`src/rtl/wave_meter.sv`:
```
// wave_meter: gated waveform measurement block.
//   A hysteresis comparator turns the sample stream into a level. Over a
//   window of GATE_CYC clocks the block counts rising level transitions
//   (frequency), high cycles (duty) and, optionally, sample extremes.
//   Duty percent is then produced by a serial repeated-subtraction divider.
//
// Parameters:
//   GATE_CYC     measurement window length in clk cycles
//   HYST         comparator hysteresis in LSBs
// Ports:
//   clk, rst_n   clock, asynchronous active-low reset
//   sample       12-bit unsigned waveform sample
//   sample_valid sample qualifier
//   start        single-cycle measurement request (honoured in IDLE only)
//   cont         back-to-back measurements while high
//   freq_out     rising crossings in the last window
//   duty_out     percent of window cycles with the level high (0-100)
//   vmax_out     largest sample in the last window (0 without min/max)
//   vmin_out     smallest sample in the last window (0 without min/max)
//   meas_valid   one-cycle pulse when all results update
//   busy         FSM not idle
//   ovf          edge counter saturated in the last window
// Configuration:
//   WAVE_METER_MINMAX_EN  enables min/max tracking and an adaptive threshold
//                         of (max+min)>>1 taken from the previous window.

module wave_meter #(
  parameter int unsigned GATE_CYC = 100000000,
  parameter int unsigned HYST     = 64
) (
  input  logic        clk,
  input  logic        rst_n,
  input  logic [11:0] sample,
  input  logic        sample_valid,
  input  logic        start,
  input  logic        cont,
  output logic [19:0] freq_out,
  output logic [6:0]  duty_out,
  output logic [11:0] vmax_out,
  output logic [11:0] vmin_out,
  output logic        meas_valid,
  output logic        busy,
  output logic        ovf
);

  localparam int unsigned CW      = $clog2(GATE_CYC + 1);
  localparam int unsigned DIV_RAW = GATE_CYC / 100;
  localparam int unsigned DIV     = (DIV_RAW == 0) ? 1 : DIV_RAW;
  localparam logic [11:0] HYST12  = (HYST > 4095) ? 12'hFFF : 12'(HYST);
  localparam logic [11:0] THR_RST = 12'h800;
  localparam logic [19:0] EDGE_MAX = 20'hFFFFF;
  localparam logic [6:0]  DUTY_MAX = 7'd100;

  localparam logic [1:0] S_IDLE   = 2'd0;
  localparam logic [1:0] S_GATE   = 2'd1;
  localparam logic [1:0] S_DIVIDE = 2'd2;
  localparam logic [1:0] S_DONE   = 2'd3;

  logic [1:0]    state;
  logic [1:0]    state_nx;
  logic [11:0]   thr;
  logic          level;
  logic          level_nx;
  logic [11:0]   hi_thr;
  logic [11:0]   lo_thr;
  logic [CW-1:0] win_cnt;
  logic [CW-1:0] high_cnt;
  logic [CW-1:0] high_cnt_nx;
  logic [CW-1:0] rem;
  logic [6:0]    quot;
  logic [19:0]   edge_cnt;
  logic          ovf_win;
  logic          gate_entry;
  logic          rise_c;
  logic          div_done_c;

  // Clamped comparator thresholds around thr.
  always_comb begin
    hi_thr = 12'hFFF;
    lo_thr = 12'h000;
    if (32'(thr) + HYST <= 32'd4095) hi_thr = thr + HYST12;
    if (HYST <= 32'(thr))            lo_thr = thr - HYST12;
  end

  // Hysteresis comparator; level only moves on a qualified sample.
  always_comb begin
    level_nx = level;
    if (sample_valid) begin
      if (sample >= hi_thr)     level_nx = 1'b1;
      else if (sample < lo_thr) level_nx = 1'b0;
    end
  end

  // Window event detection uses the level including this cycle's sample,
  // so a sample on the last gate cycle still lands in the current window.
  always_comb begin
    rise_c      = (state == S_GATE) && !level && level_nx;
    high_cnt_nx = high_cnt + CW'((state == S_GATE) && level_nx);
    div_done_c  = (rem < CW'(DIV)) || (quot == DUTY_MAX);
    gate_entry  = (state_nx == S_GATE) && (state != S_GATE);
  end

  // State register.
  always_ff @(posedge clk or negedge rst_n) begin
    if (!rst_n) state <= S_IDLE;
    else        state <= state_nx;
  end

  // Next-state logic.
  always_comb begin
    state_nx = state;
    case (state)
      S_IDLE:   if (start || cont) state_nx = S_GATE;
      S_GATE:   if (win_cnt == CW'(GATE_CYC - 1)) state_nx = S_DIVIDE;
      S_DIVIDE: if (div_done_c) state_nx = S_DONE;
      S_DONE:   state_nx = cont ? S_GATE : S_IDLE;
      default:  state_nx = S_IDLE;
    endcase
  end

  // Window counters, divider and result registers.
  always_ff @(posedge clk or negedge rst_n) begin
    if (!rst_n) begin
      level      <= 1'b0;
      win_cnt    <= '0;
      high_cnt   <= '0;
      edge_cnt   <= '0;
      ovf_win    <= 1'b0;
      rem        <= '0;
      quot       <= '0;
      freq_out   <= '0;
      duty_out   <= '0;
      ovf        <= 1'b0;
      meas_valid <= 1'b0;
      busy       <= 1'b0;
    end else begin
      level      <= level_nx;
      meas_valid <= (state == S_DONE);
      busy       <= (state_nx != S_IDLE);
      if (gate_entry) begin
        win_cnt  <= '0;
        high_cnt <= '0;
        edge_cnt <= '0;
        ovf_win  <= 1'b0;
      end else if (state == S_GATE) begin
        win_cnt  <= win_cnt + CW'(1);
        high_cnt <= high_cnt_nx;
        if (rise_c) begin
          if (edge_cnt == EDGE_MAX) ovf_win  <= 1'b1;
          else                      edge_cnt <= edge_cnt + 20'd1;
        end
      end
      // Divider is seeded with the final high count on the last gate cycle.
      if (state == S_GATE && state_nx == S_DIVIDE) begin
        rem  <= high_cnt_nx;
        quot <= '0;
      end else if (state == S_DIVIDE && !div_done_c) begin
        rem  <= rem - CW'(DIV);
        quot <= quot + 7'd1;
      end
      if (state == S_DONE) begin
        freq_out <= edge_cnt;
        duty_out <= quot;
        ovf      <= ovf_win;
      end
    end
  end

`ifdef WAVE_METER_MINMAX_EN
  logic [11:0] win_max;
  logic [11:0] win_min;

  // Per-window extremes; threshold re-centres on them for the next window.
  always_ff @(posedge clk or negedge rst_n) begin
    if (!rst_n) begin
      win_max  <= 12'h000;
      win_min  <= 12'hFFF;
      vmax_out <= 12'h000;
      vmin_out <= 12'h000;
      thr      <= THR_RST;
    end else begin
      if (gate_entry) begin
        win_max <= 12'h000;
        win_min <= 12'hFFF;
      end else if (state == S_GATE && sample_valid) begin
        if (sample > win_max) win_max <= sample;
        if (sample < win_min) win_min <= sample;
      end
      if (state == S_DONE) begin
        vmax_out <= win_max;
        vmin_out <= win_min;
        thr      <= 12'((13'(win_max) + 13'(win_min)) >> 1);
      end
    end
  end
`else
  assign vmax_out = 12'h000;
  assign vmin_out = 12'h000;
  assign thr      = THR_RST;
`endif

endmodule

```
`config.mk`:
```
export PLATFORM = sky130hd
export DESIGN_NAME = wave_meter
export DESIGN_NICKNAME = d
export VERILOG_FILES = /design/src/rtl/wave_meter.sv
export SDC_FILE = /design/constraint.sdc
export NUM_CORES = 1
export LEC_CHECK = 0
export BUFFER_PORTS_ARGS = -buffer_cell sky130_fd_sc_hd__clkbuf_2
export CAP_MARGIN = 20
export CORE_MARGIN = 1
export CORE_UTILIZATION = 33
export DETAILED_ROUTE_END_ITERATION = 6
export PLACE_DENSITY_LB_ADDON = 0.1
export SETUP_SLACK_MARGIN = 0.02
export SYNTH_ARGS = -nofsm -noshare
export SYNTH_HDL_FRONTEND = slang
export SYNTH_SLANG_ARGS = --single-unit
```
`constraint.sdc`:
```
create_clock -name clk -period 5.4 [get_ports clk]
set_clock_uncertainty 0.2 [all_clocks]
set_input_delay 0.81 -clock clk [delete_from_list [all_inputs] [get_ports clk]]
set_output_delay 0.81 -clock clk [all_outputs]
set_load 0.05 [all_outputs]
```
Yosys cells after proc, flatten, opt, wreduce, memory -nomap -nowiden
Cells that the tools add are included.
{ "totals": {"register_bits": 142, "in_bits": 17, "output_inout_bits": 54, "wordCells": 73} }
{ "op_classes": {"n_addsub": 5, "magnitude_cmp": 3, "n_eq_ne": 10, "mux": 24, "reduce_logical": 18} }
{ "ops": {"columns": ["op", "count"], "rows": [
  ["27-bit two-way mux", 6],
  ["20-bit two-way mux", 4],
  ["27-bit by 1-bit adder with 27-bit output", 1],
  ["27-bit by 1-bit adder with 27-bit output, second input constant", 1],
  ["27-bit equality test, second input constant", 1],
  ["27-bit by 20-bit less-than comparator with 1-bit output, second input constant", 1],
  ["27-bit by 20-bit subtractor with 27-bit output, second input constant", 1],
  ["20-bit by 1-bit adder with 20-bit output, second input constant", 1],
  ["20-bit equality test, second input constant", 1],
  ["7-bit two-way mux", 2],
  ["12-bit >= comparator, second input constant", 1],
  ["12-bit by 11-bit less-than comparator with 1-bit output, second input constant", 1],
  ["2-bit nonzero test", 5],
  ["1-bit two-way mux", 8],
  ["2-bit one-hot mux with 4 select lines", 1],
  ["7-bit by 1-bit adder with 7-bit output, second input constant", 1],
  ["7-bit equality test, second input constant", 1],
  ["2-bit equality test, second input constant", 3],
  ["1-bit logical AND", 6],
  ["2-bit two-way mux", 3],
  ["3-bit AND reduction", 2],
  ["2-bit by 1-bit equality test with 1-bit output, second input constant", 2],
  ["1-bit logical NOT", 2],
  ["2-bit logical NOT", 1],
  ["3 further kinds", 4]
]} }

Depth between registers and ports, before layout
{ "logic_depth": {"depth_word": 8, "ltp_mapped": 14, "depth_no_buf": 12} }

Least setup slack after synthesis
OpenSTA, ideal clock, no wires.
{ "synth_path": {"kind": "in2reg", "start": "input port sample[9]", "end": "register rem[18]", "setup_ns": 0.126, "arrival_time_ns": 2.983, "t_required_ns": 5.074, "setup_slack_ns": 2.091, "cell_stages": 11, "n_path_buf": 0, "cell_sequence": "nand3_1 o21ai_0 a21oi_1 nor3_1 ha_1 ha_1 nand3_1 nor4_2 nand3_1 xnor2_1 a221o_1"} }
{ "synth_between": {"elab_chain_cells": 7, "elab_cells_between_ends": 8, "cone_classes": "1 x add/sub; 2 x order compare; 4 x mux; 1 x reduce/logical"} }
{ "synth_lines": {"columns": ["element", "line_no", "source"], "rows": [
  ["start, declared", "33", "input logic [11:0] sample,"],
  ["12-bit by 11-bit less-than comparator with 1-bit output", "90", "else if (sample < lo_thr) level_nx = 1'b0;"],
  ["1-bit two-way mux", "90", null],
  ["1-bit two-way mux (*)", "89", "if (sample >= hi_thr) level_nx = 1'b1;"],
  ["1-bit two-way mux (*)", "88", "if (sample_valid) begin"],
  ["1-bit logical AND (*)", "98", "high_cnt_nx = high_cnt + CW'((state == S_GATE) && level_nx);"],
  ["27-bit by 1-bit adder with 27-bit output (*)", "98", null],
  ["27-bit two-way mux (*)", "154", "if (state == S_GATE && state_nx == S_DIVIDE) begin"],
  ["end signal, assigned", "155", "rem <= high_cnt_nx;"],
  ["end signal, assigned", "158", "rem <= rem - CW'(DIV);"],
  ["end, declared", "69", "logic [CW-1:0] rem;"]
]} }
Every way passes the cells marked *; elsewhere a longest branch is shown, timed or not.
A chain may end at the register's enable or synchronous reset.

Final worst setup path
{ "layout_path": {"start": "register rem[24]", "end": "register rem[23]"} }
{ "layout_between": {"elab_chain_cells": 7, "elab_cells_between_ends": 10, "cone_classes": "1 x order compare; 1 x eq/ne; 3 x mux; 5 x reduce/logical"} }
{ "layout_lines": {"columns": ["element", "line_no", "source"], "rows": [
  ["27-bit by 20-bit less-than comparator with 1-bit output (*)", "99", "div_done_c = (rem < CW'(DIV)) || (quot == DUTY_MAX);"],
  ["1-bit logical OR (*)", "99", null],
  ["2-bit two-way mux", "115", "S_DIVIDE: if (div_done_c) state_nx = S_DONE;"],
  ["2-bit one-hot mux with 4 select lines", "112", "case (state)"],
  ["2-bit equality test", "154", null],
  ["1-bit logical AND", "154", null],
  ["27-bit two-way mux / 2-bit nonzero test (equally long branches)", null, null]
]} }
Marks and branches as above.

==> flow_summary.yaml <==
clock_tree:
  cts_setup_buffers: 0
  cts_resized: 0
  root_buffer: "clkbuf_16"
  cts_tree: "yes"
  numClockSinks: 136
  htreeDepth: 4
  clock_latency_ps: 420
  cts_buffers: 17
  clk_pin_slew_ps: 60
  cts_buffer_depth: 2
  holdBufCountCts: 0
route:
  postRouteAntennaNets: 0
  wl_um: 16710
  drc: 0
  post_drt_wl_per_cell_um: 15.40
  vias: 5714
  drt_pass1_iterations: 4
  vias_per_cell: 5.266
  drt_iter0_drc: 247
sta:
  relSlewSlack: 0.3714
  tightest_slew_ps: 942.9
  min_period_ps: 3591
  setup_tns_ps: 0
  worst_slack_ps: 1809
  max_freq_mhz: 278.4
  slew_violations: 0
  rsz0062_at_grt: "false"
  finalCritPeriodShare: 0.6651
  setup_viol: 0
  finalHoldViolCount: 0
worst_setup_path:
  r2r_end: "rem[23]$_DFFE_PN0P_"
  slowest_stage: "or2_1"
  slowest_delay_ps: 700
  crit_arrival_ps: 3690
  cp-start-kind: "register"
  ff2ff_path_depth: 6
  cp_top_family: "simple AND/OR/NAND/NOR gates"
  crit_chain: "or4_4, or4_4, o211ai_2, or2_1, o21ai_0, a221o_1"
  r2r-start: "rem[24]$_DFFE_PN0P_"
  path_class: "register to register"
  r2r_setup_slack_ps: 1810
  worst-path-max-fanout: 24
  critPathMostFrequentCell: "or4_4"
  cp.required_ps: 5500
  cp-end-kind: "register"
  critical_path_buf_inv_count: 0
final_layout:
  drive_above_1_share: 0.1469
  nets: 821
  fillers: 2125
  diodes: 0
  syn2layout_area_growth_pct: 13.45
  final_cells: 1085
logic_synthesis:
  synth_cells: 763
  synthFlopType: "dfrtp_1"
  synthDistinctLibCells: 61
  synth_edf_count: 0
  syn_avg_cell_area_um2: 9.450
  yosysSeqAreaShare: 0.4720
  yosys_register_bits: 136
  ys_warn_count: 0
  async_reset_ff_frac: 1.000
  syn-cell-area_um2: 7211
global_routing:
  antenna_found_initial: 0
  grt_max_degree: 101
  grt_util_all_layers: 0.1605
  grt_pass1_vias: 5551
  grt_overflow: 0
  grt_pass1_wl_um: 28410
floorplanning:
  rows: 53
  fp.dieH_um: 149.8
  dieWidth_um: 149.8
  start_util: 0.3398
  io_pins: 71
  coreArea_um2: 21220
  die_area_um2: 22450
min_path:
  min_from: "rem[25]$_DFFE_PN0P_"
  hold_end: "rem[25]$_DFFE_PN0P_"
  hp-class: "register to register"
  hold_path_depth: 1
placement:
  portBuffers: 40
  gp_congestion: 0.7593
  pre_cts_slack_ps: 1689
  dp_cells: 1052
  dp_hpwl_um: 11270
status:
  status: "finished clean"
power_and_ir_drop:
  power_density_nw_per_um2: 299.7
  max-vdd-ir-drop_uv: 185.0
  power.leakage_nw: 3.476
flow_run:
  cap_viol_max_count: 0
## metrics by stage
stage                       util  instance area (um2)  hold WS, ps  power (mW)
final                     0.3855                 8180        276.9       2.452
after global routing      0.3855                 8180        287.3       2.569
after CTS                 0.3842                 8153        280.8       2.488
after detailed placement  0.3576                 7589        266.4       1.356
after global placement    0.3576                 7589        264.4       1.350
after floorplan                -                 7297        247.6       1.300
## cells in the final DEF (no fill, tap or decap), types with 9 or more instances in the layout
| cell | instances |
|---|---|
| nor2_1 | 64 |
| a31oi_1 | 11 |
| clkbuf_16 | 17 |
| nand3_1 | 50 |
| buf_4 | 9 |
| o21ai_0 | 70 |
| mux2i_1 | 9 |
| nand2_1 | 74 |
| or3_1 | 11 |
| mux2_2 | 25 |
| o31ai_1 | 15 |
| nor4_1 | 11 |
| nand4_1 | 23 |
| inv_1 | 14 |
| xnor2_1 | 22 |
| dfrtp_1 | 136 |
| xor2_1 | 15 |
| clkbuf_2 | 39 |
| conb_1 | 24 |
| nor3_1 | 15 |
| o211ai_1 | 16 |
| and3_1 | 11 |
| a21oi_1 | 18 |
## final cells by class
type,instances,area [um2],share of cell area
Clock buffer,18,439.2,0.05369
Clock inverter,14,125.1,0.01530
Multi-Input combinational cell,578,3515,0.4296
Timing Repair Buffer,50,301.5,0.03686
Inverter,14,52.55,0.006424
Sequential cell,136,3403,0.4160
Tap cell,275,344.1,0.04206
## cells by family (layout without fill, tap and decap cells)
group                      Yosys count  count (layout)  synth area share
AOI/OAI and AO/OA                  177             177            0.1588
xor gates and xnor gates            37              37           0.04494
adders and majority gates            7               7           0.01215
buffers and inverters               72              96           0.05327
DFF                                136             136            0.4720
muxes                               34              34           0.05154
other                                1              24         0.0005201
and+or+nand+nor                    299             299            0.2068
## report_power, final
part | switching, mW | internal [mW]
logic | 0.133 | 0.0653
clock network | 0.469 | 0.646
registers | 0.0688 | 1.07
total | 0.671 | 1.78
## routing by layer
layer  GRT usage  routed length, um  up-vias
met3     0.03049                481       16
met4     0.06010                231        0
met2      0.2549               7735       77
li1            -                  -     2799
met5           0                  0        -
met1      0.2162               8261     2822
## worst max path at each step
| stage | end | slack, ps | start | cells past startpoint |
|---|---|---|---|---|
| after global placement | rem[18]$_DFFE_PN0P_ | 1680 | sample[9] | 13 |
| after global routing | rem[23]$_DFFE_PN0P_ | 1580 | rem[23]$_DFFE_PN0P_ | 6 |
| after detailed placement | rem[18]$_DFFE_PN0P_ | 1690 | sample[9] | 13 |
| after floorplan | rem[18]$_DFFE_PN0P_ | 2090 | sample[9] | 11 |
| final | rem[23]$_DFFE_PN0P_ | 1810 | rem[24]$_DFFE_PN0P_ | 6 |
| after CTS | rem[18]$_DFFE_PN0P_ | 1830 | state[1]$_DFF_PN0_ | 11 |
## cells in the mapped netlist (14+ instances only)
master	instances	area share
clkbuf_1	28	0.015
dfrtp_1	136	0.47
o211ai_1	16	0.017
o21ai_0	70	0.049
xor2_1	15	0.018
nand3_1	50	0.035
nand4_1	23	0.020
nand2_1	74	0.039
o31ai_1	15	0.016
a21oi_1	18	0.012
nor3_1	16	0.011
inv_1	14	0.0073
mux2_2	25	0.039
xnor2_1	22	0.027
buf_4	28	0.029
nor2_1	64	0.033
## flip-flops by register name (all words and copies together) (netlist names)
register,cells
level,1
busy,1
ovf_win,1
edge_cnt,20
state,2
ovf,1
duty_out,7
quot,7
freq_out,20
meas_valid,1
win_cnt,27
high_cnt,27
rem,21
No activity file was read; power rests on OpenSTA's default activity.
